<file path="src/rtl/muldiv_pkg.sv">
// Shared types and constants for the iterative RV32M multiply/divide unit.
package muldiv_pkg;

    localparam int MULDIV_W   = 32;
    localparam int MULDIV_LAT = MULDIV_W + 2;

    localparam logic [MULDIV_W-1:0] DIV_ZERO_Q = '1;
    localparam logic [MULDIV_W-1:0] OVF_Q      = {1'b1, {(MULDIV_W-1){1'b0}}};

    typedef enum logic [2:0] {
        OP_MUL    = 3'b000,
        OP_MULH   = 3'b001,
        OP_MULHSU = 3'b010,
        OP_MULHU  = 3'b011,
        OP_DIV    = 3'b100,
        OP_DIVU   = 3'b101,
        OP_REM    = 3'b110,
        OP_REMU   = 3'b111
    } op_e;

    typedef enum logic [1:0] {
        ST_IDLE = 2'd0,
        ST_CALC = 2'd1,
        ST_FIX  = 2'd2,
        ST_DONE = 2'd3
    } state_e;

endpackage

</file>
<file path="src/rtl/muldiv_unit.sv">
// Radix-2 iterative RV32M multiply/divide: one product/quotient bit per cycle,
// sign-fixed in a final cycle, result handed to the register file with a done pulse.
module muldiv_unit
    import muldiv_pkg::*;
#(
    parameter int W      = 32,
    parameter int nu_reg = 5
) (
    input  logic              clk_i,
    input  logic              rst_ni,
    input  logic              start_i,
    input  logic [2:0]        op_i,
    input  logic [W-1:0]      operand_a_i,
    input  logic [W-1:0]      operand_b_i,
    input  logic [nu_reg-1:0] rd_addr_i,
    input  logic              kill_i,
    output logic              busy_o,
    output logic              done_o,
    output logic [W-1:0]      result_o,
    output logic [nu_reg-1:0] rd_addr_o
);

    localparam int CNT_W = $clog2(W);

    // Valid/ready contract: start_i is taken only in IDLE/DONE with kill_i low;
    // done_o is a one-cycle strobe with result_o/rd_addr_o stable from then on.
    state_e             state_q, state_d;
    op_e                op_q, op_d;
    logic [CNT_W-1:0]   cnt_q, cnt_d;
    logic [2*W-1:0]     p_q, p_d;
    logic [W-1:0]       m_q, m_d;
    logic               neg_q_q, neg_q_d;
    logic               neg_r_q, neg_r_d;
    logic [nu_reg-1:0]  rd_pend_q, rd_pend_d;
    logic [W-1:0]       result_q, result_d;
    logic [nu_reg-1:0]  rd_addr_q, rd_addr_d;

    op_e            op_in;
    logic           a_neg, b_neg, div_zero, div_ovf;
    logic [W-1:0]   a_abs, b_abs;
    logic [W:0]     mul_sum, div_tmp, div_diff;
    logic [2*W-1:0] prod_s;

    always_comb begin
        state_d   = state_q;
        op_d      = op_q;
        cnt_d     = cnt_q;
        p_d       = p_q;
        m_d       = m_q;
        neg_q_d   = neg_q_q;
        neg_r_d   = neg_r_q;
        rd_pend_d = rd_pend_q;
        result_d  = result_q;
        rd_addr_d = rd_addr_q;
        mul_sum   = '0;
        div_tmp   = '0;
        div_diff  = '0;
        prod_s    = '0;

        op_in    = op_e'(op_i);
        a_neg    = operand_a_i[W-1] && (op_in inside {OP_MULH, OP_MULHSU, OP_DIV, OP_REM});
        b_neg    = operand_b_i[W-1] && (op_in inside {OP_MULH, OP_DIV, OP_REM});
        a_abs    = a_neg ? -operand_a_i : operand_a_i;
        b_abs    = b_neg ? -operand_b_i : operand_b_i;
        div_zero = op_i[2] && (operand_b_i == '0);
        div_ovf  = (op_in inside {OP_DIV, OP_REM}) && (operand_a_i == W'(OVF_Q))
                   && (operand_b_i == '1);

        case (state_q)
            ST_IDLE, ST_DONE: begin
                if (start_i && !kill_i) begin
                    op_d      = op_in;
                    rd_pend_d = rd_addr_i;
                    cnt_d     = '0;
                    neg_q_d   = a_neg ^ b_neg;
                    neg_r_d   = a_neg;
                    if (div_zero) begin
                        state_d   = ST_DONE;
                        result_d  = op_i[1] ? operand_a_i : W'(DIV_ZERO_Q);
                        rd_addr_d = rd_addr_i;
                    end else if (div_ovf) begin
                        state_d   = ST_DONE;
                        result_d  = op_i[1] ? '0 : W'(OVF_Q);
                        rd_addr_d = rd_addr_i;
                    end else begin
                        state_d = ST_CALC;
                        // Low half holds the multiplier (mul) or the dividend (div).
                        p_d     = {{W{1'b0}}, (op_i[2] ? a_abs : b_abs)};
                        m_d     = op_i[2] ? b_abs : a_abs;
                    end
                end else begin
                    state_d = ST_IDLE;
                end
            end
            ST_CALC: begin
                if (!op_q[2]) begin
                    mul_sum = {1'b0, p_q[2*W-1:W]} + (p_q[0] ? {1'b0, m_q} : '0);
                    p_d     = {mul_sum, p_q[W-1:1]};
                end else begin
                    // High half is the partial remainder, low half the quotient.
                    div_tmp  = {p_q[2*W-1:W], p_q[W-1]};
                    div_diff = div_tmp - {1'b0, m_q};
                    if (!div_diff[W]) p_d = {div_diff[W-1:0], p_q[W-2:0], 1'b1};
                    else              p_d = {div_tmp[W-1:0],  p_q[W-2:0], 1'b0};
                end
                cnt_d = cnt_q + 1'b1;
                if (cnt_q == CNT_W'(W-1)) state_d = ST_FIX;
            end
            ST_FIX: begin
                prod_s = neg_q_q ? -p_q : p_q;
                case (op_q)
                    OP_MUL:                       result_d = p_q[W-1:0];
                    OP_MULH, OP_MULHSU, OP_MULHU: result_d = prod_s[2*W-1:W];
                    OP_DIV, OP_DIVU:              result_d = neg_q_q ? -p_q[W-1:0] : p_q[W-1:0];
                    default:                      result_d = neg_r_q ? -p_q[2*W-1:W] : p_q[2*W-1:W];
                endcase
                rd_addr_d = rd_pend_q;
                state_d   = ST_DONE;
            end
            default: state_d = ST_IDLE;
        endcase

        if (kill_i) begin
            state_d   = ST_IDLE;
            result_d  = result_q;
            rd_addr_d = rd_addr_q;
        end
    end

    always_ff @(posedge clk_i or negedge rst_ni) begin
        if (!rst_ni) begin
            state_q   <= ST_IDLE;
            op_q      <= OP_MUL;
            cnt_q     <= '0;
            p_q       <= '0;
            m_q       <= '0;
            neg_q_q   <= 1'b0;
            neg_r_q   <= 1'b0;
            rd_pend_q <= '0;
            result_q  <= '0;
            rd_addr_q <= '0;
        end else begin
            state_q   <= state_d;
            op_q      <= op_d;
            cnt_q     <= cnt_d;
            p_q       <= p_d;
            m_q       <= m_d;
            neg_q_q   <= neg_q_d;
            neg_r_q   <= neg_r_d;
            rd_pend_q <= rd_pend_d;
            result_q  <= result_d;
            rd_addr_q <= rd_addr_d;
        end
    end

    assign busy_o    = (state_q == ST_CALC) || (state_q == ST_FIX);
    assign done_o    = (state_q == ST_DONE);
    assign result_o  = result_q;
    assign rd_addr_o = rd_addr_q;

endmodule

</file>
<file path="config.mk">
export PLATFORM = sky130hd
export DESIGN_NAME = muldiv_unit
export DESIGN_NICKNAME = d
export VERILOG_FILES = /design/src/rtl/muldiv_pkg.sv /design/src/rtl/muldiv_unit.sv
export SDC_FILE = /design/constraint.sdc
export NUM_CORES = 1
export LEC_CHECK = 0
export BUFFER_PORTS_ARGS = -buffer_cell sky130_fd_sc_hd__buf_2
export CAP_MARGIN = 15
export CORE_AREA = 3 3 181 148
export DETAILED_ROUTE_END_ITERATION = 10
export DIE_AREA = 0 0 184 151
export PLACE_DENSITY = 0.82
export SLEW_MARGIN = 20
export SYNTH_ARGS = -nofsm -noshare
export SYNTH_HDL_FRONTEND = slang
export SYNTH_SLANG_ARGS = --single-unit
</file>
<file path="constraint.sdc">
create_clock -name clk_i -period 10.3 [get_ports clk_i]
set_input_delay 0.515 -clock clk_i [delete_from_list [all_inputs] [get_ports clk_i]]
set_output_delay 0.515 -clock clk_i [all_outputs]
set_load 0.05 [all_outputs]
</file>
==> results.cfg <==
[global_routing]
overflow = 0
grt_max_degree = 113
antenna_found_initial = 3
grt_pass1_vias = 14915
grt.total_usage_pct = 42.0
grt_pass1_wl_mm = 90.1

[drt]
drtIter0Drc = 2797
drtAntennaViolNets = 0
drc = 0
dr.pass1.iters = 6
post_drt_wl_per_cell_um = 24.5
via_per_inst = 7.05
vias = 17105
wl_mm = 59.5

[die]
start_util_pct = 62.4
die_area_mm2 = 0.0278
pin_count = 115
core_area_mm2 = 0.0251
core.rowCount = 52
die_h_um = 151
die-width_um = 184

[run]
drv_cap = 0

[finish]
drive_gt1_share_pct = 11.4
multi_input_area_mm2 = 0.0110
final_cell_mix = o21ai_0 (226), nor2_1 (222), a21oi_1 (171)
diodes = 0
layout.cells.non_filler = 2425
final_common_cell = o21ai_0
syn_to_final_growth_pct = 7.12
nFillCells = 2236
register_area_mm2 = 0.00376
final_nets = 2240
fin_area_mm2 = 0.0168

[clock_network]
cts_resized = 0
path_clk_slew_ns = 0.07
clk_latency_ns = 0.45
htree_levels = 4
clockBufferDepth = 2
cts_tree = yes
clock-sinks = 150
cts_buffers = 17
cts-root-buf = clkbuf_16
cts_hold_buf = 0
postCtsSetupRepairBufs = 0

[timing]
worst_slack_ns = 5.22
holdWs_ns = 0.0925
fin_worst_skew_ns = 0.0119
max_freq_ghz = 0.197
rsz0062_at_grt = false
worstMarginPinSlew_ns = 0.998
hold_viol_final = 0
relSlewSlack_pct = 33.5
setup_viol = 0
period_share_pct = 49.3
drv_slew = 0
finalSetupTns_ns = 0
post-route-min-period_ns = 5.08

[logic_synthesis]
postSynthCellCount = 2101
synthFlopType = dfrtp_1
syn_area_per_cell_um2 = 7.46
synth_top_area_share_pct = 24.0
synth_edf_count = 0
ys_seq_area_share_pct = 24.0
synth.area.top_cells = dfrtp_1 (24%), o21ai_0 (7.3%), ha_1 (5.9%)
synth_area_leader_cell = dfrtp_1
ys_ff_latch = 150
synth_nets = 2253
synth_cell_types = 76
syn_area_mm2 = 0.0157
yosysWarnings = 0
synthArstFlopShare_pct = 100

[place]
io_buffer_count = 114
place_area_mm2 = 0.0162
dpl_worst_slack_ns = 5.28
place_inst = 2393
gp_congestion = 1.08
post-dp-hpwl_mm = 45.6

[worst_setup_path]
cp-start-kind = flop
critPathArrivalTime_ns = 5.41
worstSetupEndpointType = flop
required_ns = 10.63
crit_type = reg2reg
worst-path-max-fanout = 21

[pwr]
power_leakage_nw = 7.08
power_density_mw_per_mm2 = 367
worst_ir_drop_vdd_mv = 0.182

[run_status]
status = finished clean

[min_path]
hp-class = in2async
critical path, cell delays in order, from the launching register on:
cell      delay (ns)
dfrtp_1         0.57
inv_1           0.24
fa_1            0.50
nand2b_1        0.22
a21oi_1         0.19
o21ai_0         0.23
o21bai_1        0.48
a211oi_1        0.16
o21ai_1         0.80
and2_1          0.70
buf_4           0.45
o32ai_1         0.13
a221o_1         0.27
flip-flops by register name, summed over array words and instances (netlist names):
register	flops
rd_addr_o	5
neg_q_q	1
neg_r_q	1
result_o	32
state_q	2
cnt_q	5
rd_pend_q	5
p_q	64
m_q	32
op_q	3
power breakdown:
part	total (mW)	leakage [nW]	switching (mW)	internal (mW)
registers	1.26	1.85	0.412	0.852
clock network	0.651	0.282	0.305	0.347
logic	4.25	4.95	2.78	1.47
worst paths after layout:
path | startpoint | endpoint | slack, ns | cells after the start
max | p_q[32] | p_q[60] | 5.22 | 12
min | rst_ni | p_q[55] | 0.09 | 1
max reg2reg | p_q[32] | p_q[60] | 5.22 | 12
min reg2reg | m_q[8] | m_q[8] | 0.49 | 2
max in group asynchronous | rst_ni | state_q[1] | 8.80 | 2
min in group clk_i | kill_i | state_q[0] | 0.29 | 2
synthesized netlist by cell type, types with 43 or more instances:
master	number
clkbuf_1	150
xnor2_1	99
a21o_1	44
dfrtp_1	150
xor2_1	72
inv_1	80
nand2_1	168
a211oi_1	44
a21oi_1	171
o21ai_0	227
mux2i_1	43
nor2_1	222
ha_1	74
cell families (layout without fill, tap and decap cells):
group / after synthesis / count (layout) / share of synthesized area, %
flip-flops: 150 / 150 / 24.0
multiplexers: 79 / 79 / 5.36
buffers and inverters: 246 / 246 / 5.93
adder cells (fa/ha/maj): 76 / 76 / 6.17
AND/OR/NAND/NOR: 645 / 645 / 19.5
AO/OA/AOI/OAI: 734 / 734 / 29.5
XOR/XNOR: 171 / 171 / 9.56
metal layers:
metal / part of all wire, % / GRT usage (%) / vias to the layer above / routed length, µm
met3: 15 / 12.6 / 165 / 8700
met5: 0.062 / 0 / - / 37
met4: 3.6 / 13.2 / 6 / 2120
li1: - / - / 7624 / -
met1: 42 / 62.6 / 8054 / 24900
met2: 40 / 57.8 / 1256 / 23700
cell type report:
type | count | share of cell area (%)
clock inverter | 14 | 0.828
clock buffer | 18 | 2.62
multi-input combinational | 1705 | 65.6
inverter | 80 | 1.79
sequential | 150 | 22.4
timing repair buffer | 134 | 4.35
tap | 324 | 2.42
metrics by stage:
stage	power, mW	utilization [%]
final	6.16	66.8
after global routing	6.52	66.8
after CTS	5.99	66.8
after detailed placement	5.34	64.5
after global placement	5.27	64.5
after floorplan	4.18	-
(Power assumes the default switching activity.)
